--- src/rtl/ysyx_25030093_wbu_pkg.sv ---
// Shared types for the writeback unit: FSM encoding, result-buffer entry layout and default depth.
package ysyx_25030093_wbu_pkg;

  localparam int XLEN      = 32;
  localparam int REG_AW    = 5;
  localparam int CSR_AW    = 12;
  localparam int DEPTH_DEF = 2;

  typedef enum logic [1:0] {
    ST_IDLE   = 2'b00,
    ST_WRITE  = 2'b01,
    ST_COMMIT = 2'b10
  } wbu_state_t;

  typedef struct packed {
    logic [XLEN-1:0]   rd_data;
    logic [REG_AW-1:0] rd_addr;
    logic              rd_wen;
    logic [XLEN-1:0]   csr_wdata;
    logic [CSR_AW-1:0] csr_addr;
    logic              csr_wen;
    logic [XLEN-1:0]   dnpc;
  } wbu_entry_t;

  localparam int ENTRY_W = XLEN + REG_AW + 1 + XLEN + CSR_AW + 1 + XLEN;

endpackage

--- src/rtl/ysyx_25030093_wbu_if.sv ---
// EXU-result intake, register-file/CSR write ports and IFU commit handshake of the writeback unit.
interface ysyx_25030093_wbu_if;
  import ysyx_25030093_wbu_pkg::*;

  logic              in_valid;
  logic              in_ready;
  logic [XLEN-1:0]   rd_data;
  logic [REG_AW-1:0] rd_addr;
  logic              rd_wen;
  logic [XLEN-1:0]   csr_wdata;
  logic [CSR_AW-1:0] csr_addr;
  logic              csr_wen;
  logic [XLEN-1:0]   dnpc;

  logic              gpr_wen;
  logic [REG_AW-1:0] gpr_waddr;
  logic [XLEN-1:0]   gpr_wdata;
  logic              csr_we;
  logic [CSR_AW-1:0] csr_waddr;
  logic [XLEN-1:0]   csr_wdata_o;

  logic              out_valid;
  logic              out_ready;
  logic [XLEN-1:0]   next_pc;
  logic [XLEN-1:0]   retire_cnt;

  modport master (
    output in_valid, rd_data, rd_addr, rd_wen, csr_wdata, csr_addr, csr_wen, dnpc, out_ready,
    input  in_ready, gpr_wen, gpr_waddr, gpr_wdata, csr_we, csr_waddr, csr_wdata_o,
           out_valid, next_pc, retire_cnt
  );

  modport slave (
    input  in_valid, rd_data, rd_addr, rd_wen, csr_wdata, csr_addr, csr_wen, dnpc, out_ready,
    output in_ready, gpr_wen, gpr_waddr, gpr_wdata, csr_we, csr_waddr, csr_wdata_o,
           out_valid, next_pc, retire_cnt
  );

endinterface

--- src/rtl/ysyx_25030093_wbu_fifo.sv ---
// Result buffer: DEPTH-entry ring with head/tail pointers and occupancy count; head is read combinationally.
module ysyx_25030093_wbu_fifo
  import ysyx_25030093_wbu_pkg::*;
#(
  parameter int DEPTH = DEPTH_DEF
) (
  input  logic       clock,
  input  logic       reset,
  input  logic       push,
  input  wbu_entry_t push_entry,
  input  logic       pop,
  output wbu_entry_t head,
  output logic       full,
  output logic       empty
);

  localparam int          PW       = $clog2(DEPTH);
  localparam logic [PW:0] FULL_CNT = (PW+1)'(DEPTH);

  wbu_entry_t    mem [DEPTH];
  logic [PW-1:0] head_ptr;
  logic [PW-1:0] tail_ptr;
  logic [PW:0]   count;

  // Storage is not reset: nothing downstream looks at a slot until it has been pushed.
  always_ff @(posedge clock) begin
    if (push) begin
      mem[tail_ptr] <= push_entry;
    end
  end

  always_ff @(posedge clock or posedge reset) begin
    if (reset) begin
      head_ptr <= '0;
      tail_ptr <= '0;
      count    <= '0;
    end else begin
      if (push) begin
        tail_ptr <= tail_ptr + PW'(1);
      end
      if (pop) begin
        head_ptr <= head_ptr + PW'(1);
      end
      case ({push, pop})
        2'b10:   count <= count + 1'b1;
        2'b01:   count <= count - 1'b1;
        default: count <= count;
      endcase
    end
  end

  assign head  = mem[head_ptr];
  assign full  = (count == FULL_CNT);
  assign empty = (count == '0);

endmodule

--- src/rtl/ysyx_25030093_wbu.sv ---
// Writeback unit: each buffered result spends one cycle on the GPR/CSR write ports, then waits in COMMIT for the IFU.
// One instruction per 3 cycles; in_ready comes from buffer occupancy only, so out_ready never reaches it combinationally.
module ysyx_25030093_wbu
  import ysyx_25030093_wbu_pkg::*;
#(
  parameter int DEPTH = DEPTH_DEF
) (
  input  logic               clock,
  input  logic               reset,
  ysyx_25030093_wbu_if.slave wb
);

  wbu_entry_t        push_entry;
  wbu_entry_t        head;
  logic              full;
  logic              empty;
  logic              push;
  logic              pop;
  logic              gpr_hit;

  wbu_state_t        state;
  logic              gpr_wen_q;
  logic [REG_AW-1:0] gpr_waddr_q;
  logic [XLEN-1:0]   gpr_wdata_q;
  logic              csr_we_q;
  logic [CSR_AW-1:0] csr_waddr_q;
  logic [XLEN-1:0]   csr_wdata_q;
  logic              out_valid_q;
  logic [XLEN-1:0]   next_pc_q;
  logic [XLEN-1:0]   retire_cnt_q;

  assign push_entry = '{
    rd_data:   wb.rd_data,
    rd_addr:   wb.rd_addr,
    rd_wen:    wb.rd_wen,
    csr_wdata: wb.csr_wdata,
    csr_addr:  wb.csr_addr,
    csr_wen:   wb.csr_wen,
    dnpc:      wb.dnpc
  };

  assign push    = wb.in_valid && !full;
  assign pop     = (state == ST_COMMIT) && wb.out_ready;
  assign gpr_hit = head.rd_wen && (head.rd_addr != '0);

  ysyx_25030093_wbu_fifo #(.DEPTH(DEPTH)) u_fifo (
    .clock      (clock),
    .reset      (reset),
    .push       (push),
    .push_entry (push_entry),
    .pop        (pop),
    .head       (head),
    .full       (full),
    .empty      (empty)
  );

  // Write ports are loaded on entry to WRITE and cleared on leaving it, so a COMMIT stall never repeats a write.
  always_ff @(posedge clock or posedge reset) begin
    if (reset) begin
      state        <= ST_IDLE;
      gpr_wen_q    <= 1'b0;
      gpr_waddr_q  <= '0;
      gpr_wdata_q  <= '0;
      csr_we_q     <= 1'b0;
      csr_waddr_q  <= '0;
      csr_wdata_q  <= '0;
      out_valid_q  <= 1'b0;
      next_pc_q    <= '0;
      retire_cnt_q <= '0;
    end else begin
      case (state)
        ST_IDLE: begin
          if (!empty) begin
            state       <= ST_WRITE;
            gpr_wen_q   <= gpr_hit;
            gpr_waddr_q <= gpr_hit ? head.rd_addr : '0;
            gpr_wdata_q <= gpr_hit ? head.rd_data : '0;
            csr_we_q    <= head.csr_wen;
            csr_waddr_q <= head.csr_wen ? head.csr_addr : '0;
            csr_wdata_q <= head.csr_wen ? head.csr_wdata : '0;
          end
        end
        ST_WRITE: begin
          state       <= ST_COMMIT;
          gpr_wen_q   <= 1'b0;
          gpr_waddr_q <= '0;
          gpr_wdata_q <= '0;
          csr_we_q    <= 1'b0;
          csr_waddr_q <= '0;
          csr_wdata_q <= '0;
          out_valid_q <= 1'b1;
          next_pc_q   <= head.dnpc;
        end
        ST_COMMIT: begin
          if (wb.out_ready) begin
            state        <= ST_IDLE;
            out_valid_q  <= 1'b0;
            next_pc_q    <= '0;
            retire_cnt_q <= retire_cnt_q + 1'b1;
          end
        end
        default: state <= ST_IDLE;
      endcase
    end
  end

  assign wb.in_ready    = !full;
  assign wb.gpr_wen     = gpr_wen_q;
  assign wb.gpr_waddr   = gpr_waddr_q;
  assign wb.gpr_wdata   = gpr_wdata_q;
  assign wb.csr_we      = csr_we_q;
  assign wb.csr_waddr   = csr_waddr_q;
  assign wb.csr_wdata_o = csr_wdata_q;
  assign wb.out_valid   = out_valid_q;
  assign wb.next_pc     = next_pc_q;
  assign wb.retire_cnt  = retire_cnt_q;

endmodule

--- src/flat_wrapper.sv ---
// flat-port wrapper written by rule: the top's interface ports become plain ports
module ysyx_25030093_wbu_flat import ysyx_25030093_wbu_pkg::*;
#(
  parameter int DEPTH = DEPTH_DEF
)
  (clock, reset, wb_in_valid, wb_rd_data, wb_rd_addr, wb_rd_wen, wb_csr_wdata, wb_csr_addr, wb_csr_wen, wb_dnpc, wb_out_ready, wb_in_ready, wb_gpr_wen, wb_gpr_waddr, wb_gpr_wdata, wb_csr_we, wb_csr_waddr, wb_csr_wdata_o, wb_out_valid, wb_next_pc, wb_retire_cnt);
  ysyx_25030093_wbu_if wb_i ();
  input  logic clock;
  input  logic reset;
  input wire logic [$bits(wb_i.in_valid)-1:0] wb_in_valid;
  input wire logic [$bits(wb_i.rd_data)-1:0] wb_rd_data;
  input wire logic [$bits(wb_i.rd_addr)-1:0] wb_rd_addr;
  input wire logic [$bits(wb_i.rd_wen)-1:0] wb_rd_wen;
  input wire logic [$bits(wb_i.csr_wdata)-1:0] wb_csr_wdata;
  input wire logic [$bits(wb_i.csr_addr)-1:0] wb_csr_addr;
  input wire logic [$bits(wb_i.csr_wen)-1:0] wb_csr_wen;
  input wire logic [$bits(wb_i.dnpc)-1:0] wb_dnpc;
  input wire logic [$bits(wb_i.out_ready)-1:0] wb_out_ready;
  output wire logic [$bits(wb_i.in_ready)-1:0] wb_in_ready;
  output wire logic [$bits(wb_i.gpr_wen)-1:0] wb_gpr_wen;
  output wire logic [$bits(wb_i.gpr_waddr)-1:0] wb_gpr_waddr;
  output wire logic [$bits(wb_i.gpr_wdata)-1:0] wb_gpr_wdata;
  output wire logic [$bits(wb_i.csr_we)-1:0] wb_csr_we;
  output wire logic [$bits(wb_i.csr_waddr)-1:0] wb_csr_waddr;
  output wire logic [$bits(wb_i.csr_wdata_o)-1:0] wb_csr_wdata_o;
  output wire logic [$bits(wb_i.out_valid)-1:0] wb_out_valid;
  output wire logic [$bits(wb_i.next_pc)-1:0] wb_next_pc;
  output wire logic [$bits(wb_i.retire_cnt)-1:0] wb_retire_cnt;
  assign wb_i.in_valid = wb_in_valid;
  assign wb_i.rd_data = wb_rd_data;
  assign wb_i.rd_addr = wb_rd_addr;
  assign wb_i.rd_wen = wb_rd_wen;
  assign wb_i.csr_wdata = wb_csr_wdata;
  assign wb_i.csr_addr = wb_csr_addr;
  assign wb_i.csr_wen = wb_csr_wen;
  assign wb_i.dnpc = wb_dnpc;
  assign wb_i.out_ready = wb_out_ready;
  assign wb_in_ready = wb_i.in_ready;
  assign wb_gpr_wen = wb_i.gpr_wen;
  assign wb_gpr_waddr = wb_i.gpr_waddr;
  assign wb_gpr_wdata = wb_i.gpr_wdata;
  assign wb_csr_we = wb_i.csr_we;
  assign wb_csr_waddr = wb_i.csr_waddr;
  assign wb_csr_wdata_o = wb_i.csr_wdata_o;
  assign wb_out_valid = wb_i.out_valid;
  assign wb_next_pc = wb_i.next_pc;
  assign wb_retire_cnt = wb_i.retire_cnt;
  ysyx_25030093_wbu #(.DEPTH(DEPTH)) u_core (.clock(clock), .reset(reset), .wb(wb_i));
endmodule
--- config.mk ---
export PLATFORM = sky130hd
export DESIGN_NAME = ysyx_25030093_wbu_flat
export DESIGN_NICKNAME = d
export VERILOG_FILES = /design/src/rtl/ysyx_25030093_wbu_pkg.sv /design/src/rtl/ysyx_25030093_wbu_if.sv /design/src/rtl/ysyx_25030093_wbu_fifo.sv /design/src/rtl/ysyx_25030093_wbu.sv /design/src/flat_wrapper.sv
export SDC_FILE = /design/constraint.sdc
export NUM_CORES = 1
export LEC_CHECK = 0
export BUFFER_PORTS_ARGS = -buffer_cell sky130_fd_sc_hd__buf_2
export CORE_MARGIN = 5
export CORE_UTILIZATION = 55
export DETAILED_ROUTE_END_ITERATION = 10
export PLACE_DENSITY_LB_ADDON = 0.3
export SETUP_SLACK_MARGIN = 0.5
export SYNTH_ARGS = -nofsm -noshare
export SYNTH_HDL_FRONTEND = slang
export SYNTH_SLANG_ARGS = --single-unit
export TNS_END_PERCENT = 5
--- constraint.sdc ---
create_clock -name clock -period 10.4 [get_ports clock]
set_input_delay 1.56 -clock clock [delete_from_list [all_inputs] [get_ports clock]]
set_output_delay 1.56 -clock clock [all_outputs]
set_load 0.05 [all_outputs]
# Word level (Yosys, flattened, before mapping)
# Memories as Yosys holds them, arrays and structs flattened.
# Cells that the tools add are included.
# word_totals
reg_bits	154
romBits	0
elab_cells	66
in_bits	119
ramBits	230
latch_bits	0
n_memories	1
# memory_table
memory	depth	width	read_ports	rd_clocked_by_memory_dff	wr	line	text
u_core.u_fifo.mem	2	115	1	0	1	ysyx_25030093_wbu_fifo.sv:20	wbu_entry_t mem [DEPTH];
# classes
n_reduce_logical	14
multipliers	0
n_bitwise	0
addsub	5
n_mux	26
n_eq_ne	7
order_cmp	0
shifts	0
div	0
# ops
op	count
one-hot mux 32 bit (2 select lines)	3
2-to-1 mux 32 bit	5
adder 32 x 1 -> 32 bit, second input constant	1
2-to-1 mux 12 bit	2
one-hot mux 12 bit (2 select lines)	1
2-to-1 mux 5 bit	2
one-hot mux 5 bit (2 select lines)	1
AND reduction 2 bit	4
== test 2 bit, second input constant	3
one-hot mux 1 bit (2 select lines)	3
one-hot mux 2 bit (3 select lines)	1
nonzero test 2 bit	3
2-to-1 mux 1 bit	5
nonzero test 5 bit	1
== test 2 x 1 -> 1 bit, second input constant	2
logical NOT 2 bit	2
2-to-1 mux 2 bit	2
inequality test 2 bit, second input constant	2
one-hot mux 2 bit (2 select lines)	1
logical AND 1 bit	3
adder 1 bit, second input constant	2
adder 2 x 1 -> 2 bit, second input constant	1
subtractor 2 x 1 -> 2 bit, second input constant	1
logical NOT 1 bit	1

# Longest topological paths before layout
# Gate-level depths: netlist of run 1.
# An unclocked memory read counts as a cell.
# depth
depth_word	6
mapped_depth	6
ltp_nobuf	6

# Hierarchy
# A second synthesis of run 1 with hierarchy kept.
# unflattened
hier_cells	844
area_unflattened_um2	14477.6
# modules_own_cells
module	seq_area_each_um2	instances	cells_per_inst	area_each_um2
ysyx_25030093_wbu_fifo	7006.7	1	375	8642.0
ysyx_25030093_wbu	3753.6	1	469	5835.6

# Worst setup path before layout of run 1
# Ideal clock, no wire load.
# synth_path
kind	input port to flip-flop
start	in wb_in_valid
end	mem u_core.u_fifo.mem[0][0] in the netlist's numbering, enable pin
required_ps	9809
path_buffers	0
path_stages	2
t_arrival_ps	6461
slack_ps	3348
path_cell_list	nand2_1 -> nor2_1
# synth_via
elab_chain_len	3
# synth_lines
element	line	text
start: declaration	flat_wrapper.sv:10	input wire logic [$bits(wb_i.in_valid)-1:0] wb_in_valid;
logical AND 1 bit	ysyx_25030093_wbu.sv:42	assign push = wb.in_valid && !full;
2-to-1 mux 1 bit	ysyx_25030093_wbu_fifo.sv:27	if (push) begin
2-to-1 mux 1 bit (implied by the code)	ysyx_25030093_wbu_fifo.sv:28	mem[tail_ptr] <= push_entry;
end: declaration	ysyx_25030093_wbu_fifo.sv:20	
# No other way between the ends.

# Final worst setup path of run 1
# layout_path
start	reg u_core.u_fifo.head_ptr
end	reg u_core.gpr_wdata_q[31] (netlist: u_core.wb.gpr_wdata[31])
# layout_via
elab_chain_len	6
# layout_lines
element	line	text
start: declaration	ysyx_25030093_wbu_fifo.sv:21	logic [PW-1:0] head_ptr;
start signal: assignment	ysyx_25030093_wbu_fifo.sv:42	head_ptr <= head_ptr + PW'(1);
memory read (2 x 115 bit) (*)	-	
nonzero test 5 bit	ysyx_25030093_wbu.sv:44	assign gpr_hit = head.rd_wen && (head.rd_addr != '0);
logical AND 1 bit	ysyx_25030093_wbu.sv:44	
2-to-1 mux 32 bit (*)	ysyx_25030093_wbu.sv:77	gpr_wdata_q <= gpr_hit ? head.rd_data : '0;
2-to-1 mux 32 bit (*)	ysyx_25030093_wbu.sv:73	if (!empty) begin
one-hot mux 32 bit (2 select lines) (*)	ysyx_25030093_wbu.sv:71	case (state)
end signal: assignment	ysyx_25030093_wbu.sv:77	
end: declaration	ysyx_25030093_wbu.sv:24	logic [XLEN-1:0] gpr_wdata_q;
# Mark *: on every way between the ends. The rest lies on a longest branch, timed or not. The select of a mux whose other input is x is not followed.
# A chain may end at the register's enable or synchronous reset.

==> out/results.txt, run 1 <==
The first detailed-routing pass ran for 5 iterations. The minimum hold slack is 0.472 ns. For this run the aggregate overflow at the end of global routing stands at 0. The starting density of the core is 0.556. STA classifies the critical path startpoint as a flip-flop.

The source of the worst register-to-register timing path was u_core.u_fifo.head_ptr. Measured along the x axis, the die boundary spans 169 µm. The number of cells traversed by the worst register-to-register path is 5.

The endpoint required time on the critical path was 10.73 ns. Number of core rows: 58. TritonCTS built the clock tree. The tools report the instance count of the mapped netlist as 893.

The I/O pin count was 268. Sorting the synthesized cells by how often they occur yields 230 x sky130_fd_sc_hd__edfxtp_1, 154 x sky130_fd_sc_hd__dfrtp_1, 114 x sky130_fd_sc_hd__mux2i_1. Cell type with the highest aggregate area in the netlist: sky130_fd_sc_hd__edfxtp_1. In this run the register-to-register setup slack is 7.10 ns. For the final setup violation count, the log shows 0. The transition time at the pin with the least slew margin is 1.22 ns. For the number of antenna violations at the first check in global routing, the log shows 7. The final layout contains routed wiring with a total length of 28.7 mm. The worst min-delay path category is flip-flop to flip-flop. The first global-routing pass estimated 44.6 mm of wire. Ranked by total cell area, the synthesized netlist is headed by sky130_fd_sc_hd__edfxtp_1 49%, sky130_fd_sc_hd__dfrtp_1 28%, sky130_fd_sc_hd__mux2i_1 8.2%, sky130_fd_sc_hd__o21ai_0 3.0%, sky130_fd_sc_hd__nand2_1 2.6%. On the final layout, the worst clock skew is 0.0152 ns. The layout net count is 1,288. Compared with the post-synthesis result, the final layout area differs by 20.9%.

The final period utilization was 0.317; the peak clock frequency supported by timing was 303 MHz. The post-CTS resize count is 0, and the hold path depth is 2. The tools report the clock root buffer as sky130_fd_sc_hd__clkbuf_16.

The max-slew violation count is 0, and the power consumption is 5.13 mW. The number of vias per cell was 5.39. The area of the die came out at 28,700 µm². The endpoint identified for the worst register-to-register timing path is u_core.wb.gpr_wdata[31]. The flow ran to the end, and the final reports show no timing, DRC or antenna violations.

Setup repair after global routing left no endpoint under its margin. IR analysis of the VDD net gives a maximum drop of 0.195 mV. In this run the deepest clock path goes through 3 buffers.

The share of cells above drive strength 1 came out at 0.286. The area occupied by multi-input gates was 3020 µm². The number of different library cells used by synthesis comes to 33.

In the routed design, unresolved DRC markers number 0. The congestion estimate from routability-driven global placement came to 0.765. The worst setup path is captured at a flip-flop. The tools report the fraction of the yosys area taken by sequential cells as 0.770.

Clock latency on the worst-skew pair: 0.51 ns. Fill cells in the final layout number 1,830. The run gives 0 as the number of hold violations in the final report. The final critical-path required period works out to 3.30 ns. In this run, synthesis inferred 230 flip-flops with an integrated enable. The combined area of all synthesized cells was 14,000 µm²; the maximum fanout encountered on the critical timing path was 51. Entering global routing, the biggest net connects 94 pins. CTS saw 384 sinks. The mean area per synthesized cell is 15.6 µm², and the number of levels the H-tree was split into is 2. The register bit total from synthesis was 384.

Counting every net in the synthesized netlist gives 1,014. Counting the buffers created by CTS gives 38. After detailed routing, the average wire length per cell comes to 18.8 µm. The tool flagged a number of max-cap violations equal to 0.

The via count of the first global-routing pass is 8,355, and the count of antenna-violating nets left after detailed routing is 0. The most common cell in the netlist was sky130_fd_sc_hd__edfxtp_1. The total area of sequential cells is 10,800 µm². The terminating pin of the worst hold path was u_core.wb.csr_wdata_o[24]. The post-synthesis async set-or-reset flop share was 0.401; the accumulated negative setup slack was 0 ns. On the worst path, the slowest cell contributes a delay of 0.90 ns. The detailed router placed 8,240 vias in this run. The leakage power of the design was 7.34 nW. The total global routing track utilization came out at 0.197. The kind of critical path was flip-flop to flip-flop. The area share of the largest cell type after synthesis is 0.494. Data arrives at the worst endpoint at 3.63 ns. The tools report the start point of the worst hold path as u_core.wb.csr_wdata_o[24].

In this run, the number of DRC markers left after iteration 0 of detailed routing was 630. Summed over all nets, the half-perimeter wirelength after detailed placement is 18.0 mm. The critical path goes through buf_4, mux2i_1, or4_4, a21o_1, o21ai_0. After clock tree synthesis, the clock-pin slew on the worst setup and hold paths is 0.06 ns. Buffers inserted to repair hold after CTS numbered 0.

For the area of the core region, the log shows 25,100 µm². In this run the tool buffered the top-level ports with 267 buffer cells. The relative slew slack was 0.188; the post-CTS setup repair buffer count was 0. The die boundary height was 169 µm; the number of warnings reported in the yosys synthesis log was 0. Among all flip-flop cells after synthesis, the most frequent one is sky130_fd_sc_hd__edfxtp_1. The slowest stage of the critical path is the sky130_fd_sc_hd__a21o_1 cell.

For this design the ratio of total power to cell area is 304 nW/µm².
-- state kept, by name (all words and copies together) (netlist names), 2 cells and up --
register,count
u_core.u_fifo.mem,230
u_core.wb.csr_wdata_o,32
u_core.wb.gpr_wdata,32
u_core.wb.next_pc,32
u_core.wb.retire_cnt,32
u_core.wb.csr_waddr,12
u_core.wb.gpr_waddr,5
u_core.state,2
u_core.u_fifo.count,2
-- how the worst max path moves through the flow --
stage	from	to	slack (ns)	depth (start not counted)
6_report	u_core.u_fifo.head_ptr	u_core.wb.gpr_wdata[31]	7.10	5
5_1_grt	u_core.u_fifo.head_ptr	u_core.wb.gpr_wdata[30]	6.90	5
4_1_cts	u_core.u_fifo.head_ptr	u_core.wb.gpr_wdata[31]	7.05	5
3_5_place_dp	wb_in_valid	u_core.u_fifo.mem[1][10]	6.80	3
3_3_place_gp	wb_in_valid	u_core.u_fifo.mem[1][10]	6.81	3
2_1_floorplan	wb_in_valid	u_core.u_fifo.mem[0][0]	3.35	2
-- area by class of cell --
class / count / area share
Inverter: 2 / 0.000741
Clock buffer: 53 / 0.0652
Clock inverter: 17 / 0.00985
Timing Repair Buffer: 278 / 0.0840
Sequential cell: 384 / 0.637
Tap cell: 330 / 0.0244
Multi-Input combinational cell: 463 / 0.179
Antenna cell: 1 / 0.000148
-- metrics by stage --
step | utilization | cell area, µm² | instances | setup slack (ns)
4_1_cts | 0.673 | 16900 | 1527 | 7.05
3_3_place_gp | 0.622 | 15600 | 1457 | 6.81
5_1_grt | 0.673 | 16900 | 1528 | 6.90
3_5_place_dp | 0.622 | 15600 | 1457 | 6.80
6_report | 0.673 | 16900 | 1528 | 7.10
2_1_floorplan | - | 14000 | 893 | 3.35
-- cells by family (layout without fill, tap and decap cells) --
logic type      after synthesis  count (layout)  synth area share
compound gates              116             116            0.0420
xor+xnor                     36              36            0.0226
fa+ha+maj                     2               2           0.00179
buf+inv                      46             350            0.0152
flops                       384             384             0.770
mux                         115             115            0.0825
other cells                   0               1                 0
simple gates                194             194            0.0658
-- metal layers --
metal  part of all wire  GRT usage
met1               0.40      0.261
met2               0.50      0.331
met3              0.071     0.0473
met4              0.023     0.0529
met5             0.0024          0
-- placed cells by master (no fill, tap or decap), drive strengths merged, types with 2 or more instances in the layout --
cell        n
and2        3
and3        6
and4        3
buf       278
bufinv      3
clkbuf     53
clkinv     10
clkinvlp    4
dfrtp     154
edfxtp    230
ha          2
inv         2
mux2i     114
nand2      98
nand2b      3
nand3      44
nand4      16
nor2        8
nor3        5
nor4        3
o21ai     114
xnor2      30
xor2        6
-- power breakdown --
group	internal, mW	switching (mW)	total, mW
sequential	2.04	0.174	2.21
combinational	0.404	1.16	1.56
clock	0.816	0.542	1.36
-- worst max-delay path: cells and delay by family (launching register included) --
family / cells / cell delay (ns)
compound gates: 2 / 1.14
mux: 1 / 0.26
flops: 1 / 0.71
simple gates: 1 / 0.17
buf+inv: 1 / 0.81
Power figures use the tool's default switching activity.
==> run 2, diff against run 1 <==
--- a/config.mk
+++ b/config.mk
@@ -7,7 +7,7 @@
 export LEC_CHECK = 0
 export BUFFER_PORTS_ARGS = -buffer_cell sky130_fd_sc_hd__buf_2
 export CORE_MARGIN = 5
-export CORE_UTILIZATION = 55
+export CORE_UTILIZATION = 50
 export DETAILED_ROUTE_END_ITERATION = 10
 export PLACE_DENSITY_LB_ADDON = 0.3
 export SETUP_SLACK_MARGIN = 0.5
==> constraint.sdc (replaced) <==
create_clock -name clock -period 2.7 [get_ports clock]
set_input_delay 0.405 -clock clock [delete_from_list [all_inputs] [get_ports clock]]
set_output_delay 0.405 -clock clock [all_outputs]
set_load 0.05 [all_outputs]
==> out/results.txt, run 2 (synthesized netlist as in run 1, its figures left out) <==
The run finished with clean final reports. Global route total overflow: 0 (unchanged). The worst setup path is launched from a flip-flop. The peak supply drop was 0.668 mV (+240%).

The floorplan die width is 177 µm (+4.6%), and the number of antenna violations at the first check in global routing is 16 (+9). The root buffer cell chosen for the clock tree is sky130_fd_sc_hd__clkbuf_16. The mean routed wirelength per cell came out at 18.1 µm (-3.8%). The final instance count without filler cells was 1,593 (+4.3%); the power per unit of standard cell area was 1170 nW/µm² (+290%). The count of antenna-violating nets left after detailed routing was 0 (unchanged).

The post-CTS setup repair buffer count came out at 0 (unchanged). Area of the die: 31,400 µm² (+9.4%). Leaving out fill and tap cells, the most frequent cell in the layout is sky130_fd_sc_hd__buf_2. The wire length of the first global-routing pass was 44.4 mm (-0.43%). The run gives 0.179 (-0.0172) as the total global routing track utilization.

The detailed-route via count is 8,230 (-0.12%). The I/O pin count was 268 (unchanged). Area occupied by multi-input gates: 3030 µm² (+0.50%).

The tools report the endpoint kind of the worst setup timing path as a flip-flop. The number of flip-flops under the largest register name works out to 230 (unchanged). The critical path starts at u_core.state[1].

The run gives 27,700 µm² (+10%) as the area of the core region. The share of cells above drive strength 1 came out at 0.296 (+0.00982). The tools report the final estimated routing congestion in global placement as 0.799 (+4.4%). In this run the worst hold path is classified as input pin to async pin. The run gives 2.30 ns (-1.33 ns) as the worst endpoint data arrival time.

The tools report the initial detailed-routing violation count as 476 (-24%). In the layout the commonest cells are 267 x sky130_fd_sc_hd__buf_2, 230 x sky130_fd_sc_hd__edfxtp_1, 153 x sky130_fd_sc_hd__dfrtp_1. The final critical-path required period was 1.88 ns (-1.42 ns); the layout net count was 1,297 (+0.70%). The transition time at the pin with the least slew margin was 1.10 ns (-0.114 ns).

The logs give 0 ns (unchanged) for the accumulated negative setup slack and 2,078 (+14%) for the number of filler instances in the final layout. TritonCTS built the clock tree. By startpoint and endpoint, the worst setup path is classified as flip-flop to flip-flop. The number of levels the H-tree was split into came out at 2 (unchanged). The number of instances in the placed design was 1,512 (+3.8%); the starting density of the core was 0.504 (-0.0521). The worst register-to-register path begins at u_core.state[1]. The post-DP HPWL is 18.0 mm (about the same), and the final period utilization is 0.696 (+0.379). Number of vias per cell: 5.17 (-4.2%). The relative slew slack was 0.264 (+0.0757). The number of hold violations in the final report was 0 (unchanged). The leakage power of the design was 7.44 nW (+1.4%); the total area of sequential cells was 10,800 µm² (unchanged). The number of cells traversed by the worst register-to-register path is 3 (-2), and the post-detailed-routing wire length is 28.8 mm (+0.28%). The run gives 0.0578 ns (-0.414 ns) as the minimum hold slack. The largest buffer count on any clock path was 3 (unchanged).

The run gives 3.12 ns (-7.61 ns) as the endpoint required time on the critical path. For the via count of the first global-routing pass, the log shows 8,284 (-0.85%). Setup repair after global routing left no endpoint under its margin.

The number of CTS-inserted buffers is 40 (+5.3%), and the clock slew seen by the registers of the worst setup and hold paths is 0.06 ns (about the same). The maximum fanout encountered on the critical timing path works out to 64 (+25%). The die boundary height was 177 µm (+4.6%); the number of core rows was 61 (+5.2%). The tools report the clock sink count as 384 (unchanged). Final setup violation count: 0 (unchanged). For the max-slew violation count, the log shows 0 (unchanged). Largest net degree at the start of global routing: 100 (+6.4%). Remaining design rule violation count: 0 (unchanged). For the clock skew after layout, the log shows 0.0178 ns (+0.00260 ns).

For the number of max-capacitance violations reported, the log shows 0 (unchanged). Register ranked first by flip-flop count: u_core.u_fifo.mem. The hold-fix buffer count after cts was 0 (unchanged). The number of port buffers was 267 (unchanged). The run gives 0.51 ns (about the same) as the clock latency on the worst-skew pair.

Compared with the post-synthesis result, the final layout area differs by 22.8%. The tools report the iteration count of the initial detailed-routing pass as 5 (unchanged). For the peak clock frequency supported by timing, the log shows 532 MHz (+75%). For the post-CTS resize count, the log shows 0 (unchanged).
-- run 2: cell count changes in the layout (fill, tap and decap cells not counted), sizes merged --
cell,before,now
buf,278,285
clkbuf,53,56
clkinv,10,13
clkinvlp,4,2
diode,1,7
-- run 2: layer usage --
layer,up-vias,track usage,share of wire
met3,83,0.0446,0.066
met4,18,0.0729,0.036
met5,-,0,0.0044
li1,3850,-,-
met1,4037,0.235,0.41
met2,242,0.291,0.48
-- run 2: critical path, stage by stage (launching register included) --
cell                       delay (ns)
sky130_fd_sc_hd__dfrtp_1         0.46
sky130_fd_sc_hd__nand2b_2        0.73
sky130_fd_sc_hd__buf_4           0.39
sky130_fd_sc_hd__o21ai_0         0.17
-- run 2: power breakdown --
| group | internal (mW) | switching, mW |
|---|---|---|
| clock network | 3.30 | 2.13 |
| logic | 1.66 | 4.57 |
| registers | 7.83 | 0.588 |
-- run 2: path summary, 6_finish.rpt --
check / slack, ns / to
max: 0.82 / u_core.wb.next_pc[7]
min: 0.06 / u_core.wb.gpr_wdata[12]
max reg2reg: 0.82 / u_core.wb.next_pc[7]
min reg2reg: 0.47 / u_core.wb.retire_cnt[31]
max in group asynchronous: 2.07 / u_core.wb.retire_cnt[28]
min in group clock: 0.07 / u_core.u_fifo.mem[1][114]
-- run 2: layout make-up --
cell class                      count  share of cell area
Antenna cell                        7             0.00102
Clock inverter                     18              0.0104
Sequential cell                   384               0.627
Inverter                            2            0.000656
Clock buffer                       56              0.0678
Tap cell                          378              0.0276
Multi-Input combinational cell    463               0.177
Timing Repair Buffer              285              0.0887
-- run 2: per-stage QoR --
step	power [mW]	setup slack (ns)	area [µm²]	util
final	20.1	0.820	17200	0.619
after floorplan	13.1	-0.185	14000	-
after detailed placement	14.9	0.813	15800	0.570
after global placement	14.7	0.849	15800	0.570
after global routing	21.1	0.593	17200	0.619
after CTS	20.3	0.805	17100	0.619
==> run 3, diff against run 2 <==
--- a/config.mk
+++ b/config.mk
@@ -5,9 +5,10 @@
 export SDC_FILE = /design/constraint.sdc
 export NUM_CORES = 1
 export LEC_CHECK = 0
+export ABC_AREA = 1
 export BUFFER_PORTS_ARGS = -buffer_cell sky130_fd_sc_hd__buf_2
 export CORE_MARGIN = 5
-export CORE_UTILIZATION = 50
+export CORE_UTILIZATION = 55
 export DETAILED_ROUTE_END_ITERATION = 10
 export PLACE_DENSITY_LB_ADDON = 0.3
 export SETUP_SLACK_MARGIN = 0.5
==> constraint.sdc (replaced) <==
create_clock -name clock -period 1.86 [get_ports clock]
set_input_delay 0.279 -clock clock [delete_from_list [all_inputs] [get_ports clock]]
set_output_delay 0.279 -clock clock [all_outputs]
set_load 0.05 [all_outputs]
==> out/results.txt, run 3 <==
The logs give 1,263 (+25%) for the number of nets produced by synthesis and 16,500 µm² (+4.3%) for the instance area after placement. The run gives 268 (unchanged) as the I/O pin count. Worst min-delay path category: input pin to flip-flop. The logs give 59 (-3.3%) for the number of core rows and 0.558 (+0.0539) for the starting density of the core. The worst endpoint data arrival time was 2.03 ns (-0.27 ns). The clock slew seen by the registers of the worst setup and hold paths came out at 0.06 ns (about the same). The register with the most flip-flops in the final layout is u_core.u_fifo.mem. The iteration count of the initial detailed-routing pass is 6 (+1), and the max-slew violation count is 0 (unchanged). The peak supply drop is 1.30 mV (+94%), and the fraction of the yosys area taken by sequential cells is 0.740 (-0.0304). The transition time at the pin with the least slew margin is 0.566 ns (-0.539 ns). Family of cells with the greatest summed delay on the critical path: flip-flops. On the critical path, the stage with the largest delay is an instance of sky130_fd_sc_hd__dfrtp_4. The critical path goes through or2_2, o21ai_2, nor3_4, buf_4, buf_16, nand3_1, nand2_1. The number of warnings reported in the yosys synthesis log is 0 (unchanged), and the largest net degree at the start of global routing is 66 (-34%).

The maximum fanout encountered on the critical timing path was 18 (-72%); the endpoint required time on the critical path was 2.26 ns (-0.86 ns). The mean routed wirelength per cell came out at 18.8 µm (+4.0%). The run gives 10,256 (+25%) as the detailed-route via count. Setup repair after global routing could not meet its margin everywhere. For the final estimated routing congestion in global placement, the log shows 0.858 (+7.4%). The count of flip-flops with a built-in enable after synthesis works out to 230 (unchanged).

The switching component of the power is 13.1 mW (+79%). Clock tree synthesis selected as its root buffer the cell sky130_fd_sc_hd__clkbuf_16. The minimum hold slack was 0.128 ns (+0.0706 ns); the number of port buffers was 267 (unchanged).

The instance count of the mapped netlist came out at 1,142 (+28%). The logs give 0.0124 ns (-0.00544 ns) for the clock skew after layout and 0 (unchanged) for the final setup violation count. The post-DP HPWL is 21.2 mm (+18%), and the total global routing track utilization is 0.236 (+0.0565). For the portion of total power attributed to sequential cells, the log shows 0.386 (-0.033). The number of vias per cell is 5.32 (+2.9%). The run gives 384 (unchanged) as the clock sink count. Layout net count: 1,685 (+30%). For the largest buffer count on any clock path, the log shows 3 (unchanged). Yosys instantiated no cell more often than sky130_fd_sc_hd__nand2_1. The global route total overflow is 0 (unchanged).

The count of antenna-violating nets left after detailed routing came out at 0 (unchanged). For the power share of the clock group, the log shows 0.234 (-0.036). After synthesis, the most frequently instantiated cells are 300 x sky130_fd_sc_hd__nand2_1, 230 x sky130_fd_sc_hd__edfxtp_1, 154 x sky130_fd_sc_hd__dfrtp_1. The number of distinct library cell variants in the gate-level netlist after synthesis was 34 (+3.0%). The combined area of all synthesized cells was 14,500 µm² (+4.1%).

By area the synthesized netlist is led by sky130_fd_sc_hd__edfxtp_1 47%, sky130_fd_sc_hd__dfrtp_1 26%, sky130_fd_sc_hd__nand2_1 7.7%, sky130_fd_sc_hd__o21ai_0 3.2%, sky130_fd_sc_hd__mux2i_1 3.0%. The run gives 727 (+53%) as the initial detailed-routing violation count. The number of hold violations in the final report is 0 (unchanged), and the area of the core region is 26,100 µm² (-5.9%). The power per unit of standard cell area is 1700 nW/µm² (+45%). The tools report the number of levels the H-tree was split into as 2 (unchanged). The tools report the number of CTS-inserted buffers as 39 (-2.5%). The post-detailed-routing wire length is 36.3 mm (+26%). The flow ran to the end, and the final reports show no timing, DRC or antenna violations.

The area of the die came out at 29,800 µm² (-5.1%). The run gives 10,570 (+28%) as the via count of the first global-routing pass. The commonest register cell after synthesis is sky130_fd_sc_hd__edfxtp_1. The net switching share of the total power came out at 0.400 (+0.0371).

The tools report the leakage power of the design as 8.48 nW (+14%). The worst stage delay on the critical path came out at 0.55 ns (-0.18 ns). The peak clock frequency supported by timing is 614 MHz (+15%), and the combinational group share of total power is 0.381 (+0.071).

The number of flip-flops under the largest register name is 230 (unchanged), and the relative slew slack is 0.623 (+0.359). Cell type with the highest aggregate area in the netlist: sky130_fd_sc_hd__edfxtp_1. The most common cell after layout, fill and taps aside was sky130_fd_sc_hd__nand2_1. The tools report the clock latency on the worst-skew pair as 0.52 ns (about the same). In the layout the commonest cells are 298 x sky130_fd_sc_hd__nand2_1, 265 x sky130_fd_sc_hd__buf_2, 230 x sky130_fd_sc_hd__edfxtp_1. The run gives 19,200 µm² (+12%) as the cell area after layout.

TritonCTS built the clock tree. For the internal power, the log shows 19.6 mW (+53%). The floorplan die width works out to 173 µm (-2.6%). The post-synthesis async set-or-reset flop share came out at 0.401 (unchanged).

The kind of critical path was flip-flop to flip-flop. For the number of antenna violations at the first check in global routing, the log shows 0 (-16). The startpoint type of the worst setup path is a flip-flop. The remaining design rule violation count came out at 0 (unchanged). The mean area per synthesized cell was 12.7 µm² (-19%); the share of cells above drive strength 1 was 0.263 (-0.0325). The final critical-path required period is 1.63 ns (-0.250 ns). The final period utilization was 0.876 (+0.180); the count of buffering cells on the critical path with inverters included was 2 (+1).

Relative to the synthesized area, the layout overhead comes to 32.2%. The die boundary height was 173 µm (-2.6%). The tools report the endpoint kind of the worst setup timing path as a flip-flop. The register bit total from synthesis is 384 (unchanged), and the number of max-capacitance violations reported is 0 (unchanged). The wire length of the first global-routing pass is 57.5 mm (+29%), and the area share of the largest cell type after synthesis is 0.475 (-0.0195).
[run 3: changes by cell type after synthesis, moves of 8 or more]
cell                       change
sky130_fd_sc_hd__clkbuf_1     -11
sky130_fd_sc_hd__nand2_1     +202
sky130_fd_sc_hd__mux2i_1      -70
sky130_fd_sc_hd__nor2_1       +62
sky130_fd_sc_hd__nand3_1      +26
sky130_fd_sc_hd__nand3_2      +10
sky130_fd_sc_hd__nand4_1       -8
sky130_fd_sc_hd__inv_1        +33
sky130_fd_sc_hd__xnor2_1      -17
sky130_fd_sc_hd__buf_2        +17
sky130_fd_sc_hd__o21ai_0       +9
[run 3: layout make-up]
| class | instances | area (µm²) |
|---|---|---|
| Fill cell | 1677 | 6830 |
| Clock inverter | 17 | 176 |
| Antenna cell | 1 | 2.50 |
| Timing Repair Buffer | 430 | 3170 |
| Tap cell | 335 | 419 |
| Sequential cell | 384 | 10800 |
| Multi-Input combinational cell | 671 | 3460 |
| Clock buffer | 53 | 1080 |
| Inverter | 38 | 154 |
[run 3: kinds of logic (layout without fill, tap and decap cells)]
| kind of cell | Yosys count | after routing | share of synthesized area |
|---|---|---|---|
| flip-flops | 384 | 384 | 0.740 |
| XOR/XNOR | 25 | 25 | 0.0151 |
| multiplexers | 44 | 44 | 0.0303 |
| adder cells (fa/ha/maj) | 2 | 2 | 0.00172 |
| buffers and inverters | 87 | 538 | 0.0288 |
| AND/OR/NAND/NOR | 477 | 477 | 0.140 |
| other | 0 | 1 | 0 |
| AO/OA/AOI/OAI | 123 | 123 | 0.0440 |
[run 3: worst paths after layout]
path                       cells past startpoint  slack [ns]                       end                   start
setup / recovery                               7        0.23    u_core.wb.gpr_wdata[9]  u_core.u_fifo.head_ptr
hold / removal                                 3        0.13    u_core.u_fifo.tail_ptr             wb_in_valid
setup reg to reg                               7        0.23    u_core.wb.gpr_wdata[9]  u_core.u_fifo.head_ptr
hold reg to reg                                2        0.47       u_core.wb.out_valid     u_core.wb.out_valid
max in group asynchronous                      4        0.82  u_core.wb.csr_wdata_o[6]                   reset
min in group asynchronous                      3        0.37    u_core.wb.gpr_wdata[9]                   reset
[run 3: stage by stage]
step | setup WS (ns) | total power [mW] | utilization | TNS, ns | cells
final | 0.230 | 32.7 | 0.738 | 0 | 1929
after global routing | 0.180 | 34.2 | 0.738 | 0 | 1928
after CTS | 0.277 | 32.4 | 0.734 | 0 | 1925
after detailed placement | 0.142 | 24.0 | 0.632 | 0 | 1724
after global placement | 0.212 | 23.7 | 0.632 | 0 | 1724
after floorplan | -0.966 | 20.8 | - | -275.89 | 1142
[run 3: worst reg2reg max path: stages, from the launching register on]
cell and delay [ns]:
sky130_fd_sc_hd__dfrtp_4 0.55, sky130_fd_sc_hd__or2_2 0.33, sky130_fd_sc_hd__o21ai_2 0.10, sky130_fd_sc_hd__nor3_4 0.08
sky130_fd_sc_hd__buf_4 0.16, sky130_fd_sc_hd__buf_16 0.16, sky130_fd_sc_hd__nand3_1 0.10, sky130_fd_sc_hd__nand2_1 0.05
[run 3: routing by layer]
metal	wire [µm]	share of wire	vias up	global-route usage
met4	896	0.025	0	0.0644
met5	0	0	-	0
met3	2550	0.070	69	0.0533
li1	-	-	4774	-
met1	14200	0.39	5028	0.303
met2	18700	0.51	385	0.409
[run 3: power groups by stage]
stage	clock network, mW	registers (mW)	logic [mW]
floorplan	0	16.2	4.60
global placement	0	12.6	11.0
detailed placement	0	12.7	11.3
CTS	7.75	12.6	12.1
global route	8.13	12.8	13.3
finish	7.64	12.6	12.5
[run 3: timing repair]
action / 4_1_cts / 5_1_grt
cloned: 2 / 3
endpoints found under the setup margin: 523 / 521
pin swaps: 7 / 0
hold buffers: 117 / 0
endpoints found under the hold margin: 246 / 0
gates resized for setup: 20 / 10
buffers inserted: 12 / 0
